--- src/rtl/rvfi_retire_queue.sv ---
// rvfi_retire_queue: buffers retired-instruction RVFI packets between the core
// and a formal/trace monitor, tags each packet with a 64-bit retirement order
// and flags overflow drops and PC discontinuities in a sticky error word.
module rvfi_retire_queue #(
    parameter int DEPTH     = 4,
    parameter int PAYLOAD_W = 247
) (
    input  logic                    clk,
    input  logic                    reset,
    input  logic                    in_valid,
    output logic                    in_ready,
    input  logic [31:0]             in_pc_rdata,
    input  logic [31:0]             in_pc_wdata,
    input  logic [PAYLOAD_W-1:0]    in_payload,
    output logic                    out_valid,
    input  logic                    out_ready,
    output logic [31:0]             out_pc_rdata,
    output logic [31:0]             out_pc_wdata,
    output logic [PAYLOAD_W-1:0]    out_payload,
    output logic [63:0]             out_order,
    output logic [15:0]             errcode,
    output logic [$clog2(DEPTH):0]  count
);
    localparam int AW = $clog2(DEPTH);
    localparam int CW = AW + 1;

    logic [31:0]          pc_rdata_mem [DEPTH];
    logic [31:0]          pc_wdata_mem [DEPTH];
    logic [PAYLOAD_W-1:0] payload_mem  [DEPTH];
    logic [63:0]          order_mem    [DEPTH];

    logic [AW-1:0] head;
    logic [AW-1:0] tail;
    logic [63:0]   order;
    logic [31:0]   prev_wdata;
    logic          seen_push;
    logic          ovf_err;
    logic          disc_err;
    logic [7:0]    drop_cnt;

    logic push;
    logic pop;
    logic drop;

    // Handshakes come from registered occupancy only; out_ready never reaches in_ready.
    assign in_ready  = (count != CW'(DEPTH));
    assign out_valid = (count != '0);
    assign push      = in_valid && in_ready;
    assign pop       = out_valid && out_ready;
    assign drop      = in_valid && !in_ready;

    assign out_pc_rdata = pc_rdata_mem[head];
    assign out_pc_wdata = pc_wdata_mem[head];
    assign out_payload  = payload_mem[head];
    assign out_order    = order_mem[head];
    assign errcode      = {drop_cnt, 6'b0, disc_err, ovf_err};

    // Packet storage: contents are don't-care after reset, so no reset term.
    always_ff @(posedge clk) begin
        if (push) begin
            pc_rdata_mem[tail] <= in_pc_rdata;
            pc_wdata_mem[tail] <= in_pc_wdata;
            payload_mem[tail]  <= in_payload;
            order_mem[tail]    <= order;
        end
    end

    // Pointers, occupancy, order counter, continuity tracking and error status.
    always_ff @(posedge clk or negedge reset) begin
        if (!reset) begin
            head       <= '0;
            tail       <= '0;
            count      <= '0;
            order      <= '0;
            prev_wdata <= '0;
            seen_push  <= 1'b0;
            ovf_err    <= 1'b0;
            disc_err   <= 1'b0;
            drop_cnt   <= '0;
        end else begin
            if (push) begin
                tail       <= tail + AW'(1);
                order      <= order + 64'd1;
                prev_wdata <= in_pc_wdata;
                seen_push  <= 1'b1;
                // The first packet after reset has no predecessor to compare with.
                if (seen_push && (in_pc_rdata != prev_wdata))
                    disc_err <= 1'b1;
            end
            if (pop)
                head <= head + AW'(1);
            case ({push, pop})
                2'b10:   count <= count + CW'(1);
                2'b01:   count <= count - CW'(1);
                default: count <= count;
            endcase
            if (drop) begin
                ovf_err <= 1'b1;
                if (drop_cnt != 8'hFF)
                    drop_cnt <= drop_cnt + 8'd1;
            end
        end
    end
endmodule

--- config.mk ---
export PLATFORM = sky130hd
export DESIGN_NAME = rvfi_retire_queue
export DESIGN_NICKNAME = d
export VERILOG_FILES = /design/src/rtl/rvfi_retire_queue.sv
export SDC_FILE = /design/constraint.sdc
export NUM_CORES = 1
export LEC_CHECK = 0
export ABC_AREA = 1
export ABC_CLOCK_PERIOD_IN_PS = 22000
export BUFFER_PORTS_ARGS = -buffer_cell sky130_fd_sc_hd__clkbuf_2
export CORE_MARGIN = 5
export CORE_UTILIZATION = 58
export CTS_BUF_LIST = sky130_fd_sc_hd__clkbuf_16
export CTS_CLUSTER_DIAMETER = 120
export DETAILED_ROUTE_END_ITERATION = 16
export PLACE_DENSITY_LB_ADDON = 0.08
export SLEW_MARGIN = 20
export SYNTH_ARGS = -nofsm -noshare
export SYNTH_HDL_FRONTEND = slang
export SYNTH_SLANG_ARGS = --single-unit
--- constraint.sdc ---
create_clock -name clk -period 22 [get_ports clk]
set_clock_uncertainty 0.15 [all_clocks]
set_input_delay 2.2 -clock clk [delete_from_list [all_inputs] [get_ports clk]]
set_output_delay 2.2 -clock clk [all_outputs]
set_load 0.01 [all_outputs]
==> flow_metrics.tcl, run 1 <==
set metrics [dict create \
    status "finished clean" \
    via_per_inst 5.777 \
    clk_pin_slew_ps 60 \
    worstSetupEndpointType "output port" \
    synth_top_area_share_pct 73.32 \
    ys_seq_elements 1614 \
    dpl-instance-area_um2 66010 \
    reg2reg_slack_ps 16950 \
    slowest_delay_ps 850 \
    grt_pass1_wl_um 225700 \
    grt_max_degree 241 \
    ys_seq_area_share_pct 77.96 \
    grt_pass1_vias 36379 \
    fill_cells 7586 \
    worst-path-max-fanout 98 \
    setup_viol 0 \
    combinationalPowerShare_pct 33.4 \
    clock_path_buffers 3 \
    yosysWarningCount 0 \
    fp.dieArea_um2 112500 \
    ant_nets 0 \
    antenna_found_initial 29 \
    r2r_end "payload_mem[1][150]" \
    htreeDepth 4 \
    synth_most_common_cell "edfxtp_1" \
    vias 38339 \
    die-height_um 335.5 \
    maxCapViolations 0 \
    initial_utilization_pct 58.36 \
    synth_common_cells "edfxtp_1, nor2_1, o21ai_0" \
    crit_required_ps 19650 \
    r2r_start "count[1]" \
    fin_nets 5426 \
    min_path_cells 2 \
    numCtsBuffers 160 \
    clk_latency_ps 750 \
    power_frac_clock_pct 25.1 \
    yosys-top-cells-area "edfxtp_1, o21ai_0, nor2_1" \
    leakagePower_nw 25.51 \
    cts_resized 0 \
    clkSinkCount 1614 \
    rsz0062_at_grt "false" \
    die_w_um 335.5 \
    drc_errors 0 \
    ioPinCount 711 \
    gr-total-overflow 0 \
    syn_area_per_cell_um2 13.79 \
    final_cell_area_um2 70860 \
    place.gp.congestion 0.8689 \
    hold_path.class "flip-flop to flip-flop" \
    slowest_stage "buf_4" \
    ys_async_sr_fraction_pct 7.063 \
    tns_ps 0 \
    worst_slew_pin_slew_ps 1242 \
    synth_area_um2 61440 \
    worstPathArrival_ps 4860 \
    max_freq_mhz 138.7 \
    drv_slew 0 \
    hold_path_end "seen_push" \
    worst-path-buf-inv 4 \
    start_kind "flip-flop" \
    synth_cells 4454 \
    finalHoldViolations 0 \
    drt_iter0_drc 3332 \
    cp.depth 6 \
    drt_wl_total_um 152300 \
    power_switching_mw 3.610 \
    drive_gt1_share_pct 18.78 \
    slew_headroom_pct 17.21 \
    area_growth_pct 15.33 \
    p_per_area_nw_per_um2 140.3 \
    post_cts_buffers 0 \
    crit_family "buffers and inverters" \
    coreArea_um2 105300 \
    synth_cell_type_count 36 \
    port_buffers 704 \
    synth_edf_count 1500 \
    dominantRegCellSynth "edfxtp_1" \
    cts_tree "yes" \
    p_int_mw 6.329 \
    dr.pass1.iters 5 \
    cpMostUsedCell "buf_4" \
    yosys.area.top_type "edfxtp_1" \
    path_class "flip-flop to output port" \
    hp-start "seen_push" \
    row_count 119 \
    max-vdd-ir-drop_uv 112.5 \
    track_usage_pct 26.34 \
    clockRootBuffer "clkbuf_16" \
    dp_hpwl_um 91490 \
    worstRegToRegCells 8 \
    swShare_pct 36.32 \
    finalCriticalPeriod_ps 7209 \
    final.period_utilization_pct 32.77 \
    p_seq_share_pct 41.5 \
    cp_cell_sequence "buf_4, buf_4, buf_4, o21ai_0, o22ai_1, clkbuf_2" \
    wl_per_cell_um 22.95 \
    cts_hold_buf 0 \
]
==> worst max path at each step <==
stage	slack, ps	endpoint	from
final	14790	out_payload[163]	head[0]
after global routing	14410	out_payload[163]	head[0]
after CTS	14560	out_payload[111]	head[0]
after detailed placement	15210	payload_mem[0][82]	in_valid
after global placement	15250	payload_mem[0][60]	in_valid
after floorplan	2590	order_mem[0][0]	in_valid
==> metrics by stage <==
stage	hold slack [ps]	instances	total power, mW	utilization, %	setup WS [ps]
3_5_place_dp	291.1	6332	7.534	62.71	15210
2_1_floorplan	272.5	4459	6.436	-	2590
5_1_grt	325.4	6634	10.44	67.31	14410
6_report	308.1	6636	9.939	67.31	14790
4_1_cts	306.7	6616	10.02	67.26	14560
3_3_place_gp	289.5	6331	7.487	62.68	15250
==> routing by layer <==
layer	track usage, %	vias to the layer above	wire length (µm)
met2	43.00	1301	75340
li1	-	17710	-
met4	10.93	10	6025
met5	0	-	57
met1	35.19	19050	59480
met3	5.292	268	11360
==> flip-flops by register name, summed over array words and instances (netlist names) <==
register      flops
payload_mem     988
order_mem       256
pc_rdata_mem    128
pc_wdata_mem    128
order            64
prev_wdata       32
drop_cnt          8
count             3
head              2
tail              2
disc_err          1
ovf_err           1
seen_push         1
==> power by group through the flow <==
stage                     clock [mW]  sequential [mW]  combinational [mW]
final                           2.49             4.12                3.32
after global routing            2.67             4.16                3.61
after CTS                       2.54             4.12                3.36
after detailed placement           0             4.18                3.35
after global placement             0             4.17                3.32
after floorplan                    0             4.51                1.92
==> worst min-delay path, stage by stage (launching register included) <==
cell and delay (ps):
dfrtp_1 320, inv_1 50, nand2_1 60
==> placed cells by master, fill, tap and decap left out, drive strengths merged, types with 2 or more instances in the layout <==
cell    synthesis  routed
buf            90      46
nand3          37      37
bufinv          0       5
clkbuf        177     869
nor3           15      15
a21oi           2       2
nor2          862     862
nand4          27      27
o22ai         375     375
xnor2          51      51
clkinv          1      60
nor3b           3       3
o21ai         762     762
and2            2       2
inv            96     150
nand3b          2       2
xor2           33      33
nand2         292     292
conb            1       6
ha              7       7
diode           0      20
edfxtp       1500    1500
dfrtp         114     114
==> final cells by class <==
class | count | area, µm² | area share, %
Clock inverter | 118 | 636.9 | 0.8988
Sequential cell | 1614 | 47900 | 67.61
Antenna cell | 20 | 50.05 | 0.07063
Timing Repair Buffer | 749 | 3954 | 5.580
Clock buffer | 166 | 4154 | 5.863
Tap cell | 1391 | 1740 | 2.456
Inverter | 97 | 379.1 | 0.5351
Multi-Input combinational cell | 2481 | 12040 | 16.99
==> cells by family after synthesis <==
| kind of cell | share of synthesized area [%] |
|---|---|
| xor gates and xnor gates | 1.198 |
| adders and majority gates | 0.1751 |
| DFF | 77.96 |
| other | 0.006104 |
| AOI/OAI and AO/OA | 10.08 |
| and+or+nand+nor | 8.043 |
| buffers and inverters | 2.536 |
Note: power is estimated with default switching activity, not from simulation.
==> run 2, diff against run 1 <==
--- a/config.mk
+++ b/config.mk
@@ -6,10 +6,10 @@
 export NUM_CORES = 1
 export LEC_CHECK = 0
 export ABC_AREA = 1
-export ABC_CLOCK_PERIOD_IN_PS = 22000
+export ABC_CLOCK_PERIOD_IN_PS = 5900
 export BUFFER_PORTS_ARGS = -buffer_cell sky130_fd_sc_hd__clkbuf_2
 export CORE_MARGIN = 5
-export CORE_UTILIZATION = 58
+export CORE_UTILIZATION = 52
 export CTS_BUF_LIST = sky130_fd_sc_hd__clkbuf_16
 export CTS_CLUSTER_DIAMETER = 120
 export DETAILED_ROUTE_END_ITERATION = 16
==> constraint.sdc (replaced) <==
create_clock -name clk -period 5.9 [get_ports clk]
set_clock_uncertainty 0.15 [all_clocks]
set_input_delay 0.59 -clock clk [delete_from_list [all_inputs] [get_ports clk]]
set_output_delay 0.59 -clock clk [all_outputs]
set_load 0.01 [all_outputs]
==> run 2 against run 1 <==
  * Combinational power grew to 3.8 times the previous value
  * Die area grew 11%
  * Worst hold slack lost 170 ps
  * Global-route usage down 2.1 points
  * Critical endpoint is now out_pc_wdata[4]
  * Largest cell class unchanged
  * Highest routed layer unchanged
==> flow_metrics.tcl, run 2 (synthesis gave the netlist of run 1 again) <==
set metrics [dict create \
    status "finished clean" \
    final_cell_area_um2 74690 \
    numCtsBuffers 165 \
    r2r_start "count[1]" \
    drv_slew 0 \
    wl_per_cell_um 21.93 \
    tns_ps 0 \
    largest_reg_flops 988 \
    rsz0062_at_grt "false" \
    hold_path.class "input pin to flip-flop" \
    cts_tree "yes" \
    p_int_mw 24.13 \
    layout_commonest_cell "edfxtp_1" \
    fill_cells 8899 \
    drive_gt1_share_pct 18.22 \
    reg_top3 "payload_mem x988, order_mem x256" \
    max-vdd-ir-drop_uv 568.4 \
    dpl-instance-area_um2 66390 \
    slowest_stage "dfrtp_4" \
    hold_path_end "ovf_err" \
    maxCapViolations 0 \
    gr-total-overflow 0 \
    fp.dieArea_um2 125100 \
    antenna_found_initial 23 \
    grt_max_degree 174 \
    row_count 126 \
    reg2reg_slack_ps 2840 \
    leakagePower_nw 27.00 \
    min_path_cells 3 \
    power_frac_clock_pct 25.9 \
    setup_viol 0 \
    clock_path_buffers 3 \
    slowest_delay_ps 960 \
    swShare_pct 36.17 \
    drc_errors 0 \
    drt_iter0_drc 3358 \
    finalCriticalPeriod_ps 4386 \
    combinationalPowerShare_pct 33.3 \
    worst-path-buf-inv 3 \
    cp_cell_sequence "buf_4, buf_4, o21ai_0, o22ai_1, clkbuf_2" \
    clockRootBuffer "clkbuf_16" \
    power.total_mw 37.80 \
    start_kind "flip-flop" \
    port_buffers 704 \
    p_seq_share_pct 40.9 \
    p_per_area_nw_per_um2 506.1 \
    htreeDepth 4 \
    path_class "flip-flop to output port" \
    die-height_um 353.7 \
    track_usage_pct 24.27 \
    power_switching_mw 13.67 \
    post_cts_buffers 0 \
    r2r_end "payload_mem[0][206]" \
    initial_utilization_pct 52.17 \
    grt_pass1_wl_um 234300 \
    worst_slew_pin_slew_ps 1070 \
    clk_latency_ps 760 \
    slew_headroom_pct 28.69 \
    grt_pass1_vias 38344 \
    worst-path-max-fanout 68 \
    die_w_um 353.7 \
    via_per_inst 5.532 \
    worstRegToRegCells 5 \
    vias 39343 \
    ant_nets 0 \
    cpMostUsedCell "buf_4" \
    dp_hpwl_um 90950 \
    area_growth_pct 21.57 \
    finalHoldViolations 0 \
    hp-start "in_valid" \
    crit_family "buffers and inverters" \
    drt_wl_total_um 156000 \
    clk_pin_slew_ps 60 \
    dr.pass1.iters 6 \
    max_freq_mhz 228.0 \
    layout_common_cells "edfxtp_1, nor2_1, o21ai_0" \
    ioPinCount 711 \
    clkSinkCount 1614 \
    fin_nets 5743 \
    worstPathArrival_ps 3650 \
    place.gp.congestion 0.8431 \
    top_register "payload_mem" \
    final.period_utilization_pct 74.33 \
    worstSetupEndpointType "output port" \
    coreArea_um2 117800 \
    crit_required_ps 5160 \
]
[run 2: changes by cell type in the layout (fill, tap and decap cells not counted), moves of 4 or more]
| cell | previous run | this run |
|---|---|---|
| dlygate4sd3_1 | 0 | 312 |
| buf_12 | 5 | 22 |
| buf_4 | 38 | 23 |
| clkinv_2 | 20 | 31 |
| inv_1 | 143 | 134 |
| bufinv_16 | 5 | 9 |
[run 2: cell type report]
cell class	instances	area [µm²]	area share, %
antenna	23	57.56	0.07706
clock buffer	169	4229	5.662
clock inverter	131	884.6	1.184
inverter	97	379.1	0.5076
multi-input combinational	2481	12040	16.12
sequential	1614	47910	64.14
tap	1536	1922	2.573
timing repair buffer	1061	7266	9.728
[run 2: power groups by stage]
| stage | logic [mW] | registers (mW) | clock network, mW |
|---|---|---|---|
| 5_1_grt | 13.7 | 15.6 | 10.5 |
| 2_1_floorplan | 7.20 | 15.8 | 0 |
| 6_report | 12.6 | 15.4 | 9.78 |
| 3_3_place_gp | 12.4 | 15.6 | 0 |
| 3_5_place_dp | 12.5 | 15.7 | 0 |
| 4_1_cts | 12.7 | 15.4 | 9.97 |
[run 2: what timing repair did]
action,in CTS,in global routing
resized for setup,0,0
hold buffers,312,0
hold endpoints to repair,1339,0
[run 2: worst reg2reg max path, delay by kind of cell (launching register included)]
family	cells	cell delay, ps
buffers and inverters	1	660
DFF	1	430
and+or+nand+nor	4	1410
[run 2: metrics by stage]
| step | hold WS, ps | utilization [%] | std cells | setup WS (ps) |
|---|---|---|---|---|
| after floorplan | 144.4 | - | 4459 | -1126 |
| after global placement | 289.6 | 56.38 | 6477 | 2333 |
| after detailed placement | 294.6 | 56.38 | 6477 | 2280 |
| after CTS | 89.87 | 63.37 | 7089 | 1422 |
| after global routing | 116.4 | 63.40 | 7104 | 1216 |
| final | 141.0 | 63.42 | 7112 | 1514 |
[run 2: how the worst max path moves through the flow]
| stage | startpoint | end | slack [ps] | cells after the start |
|---|---|---|---|---|
| final | head[0] | out_pc_wdata[4] | 1510 | 5 |
| after global routing | head[0] | out_pc_wdata[4] | 1220 | 5 |
| after CTS | head[0] | out_pc_wdata[4] | 1420 | 5 |
| after detailed placement | head[0] | out_payload[224] | 2280 | 5 |
| after global placement | head[0] | out_pc_wdata[2] | 2330 | 5 |
| after floorplan | in_valid | order_mem[0][0] | -1130 | 4 |
[run 2: layer usage]
layer | part of all wire, % | global-route usage [%] | vias to the layer above
met5 | 0.017 | 0 | -
met4 | 3.7 | 9.219 | 4
met3 | 6.2 | 4.631 | 271
met2 | 49 | 39.69 | 1224
met1 | 41 | 32.73 | 19499
li1 | - | - | 18345
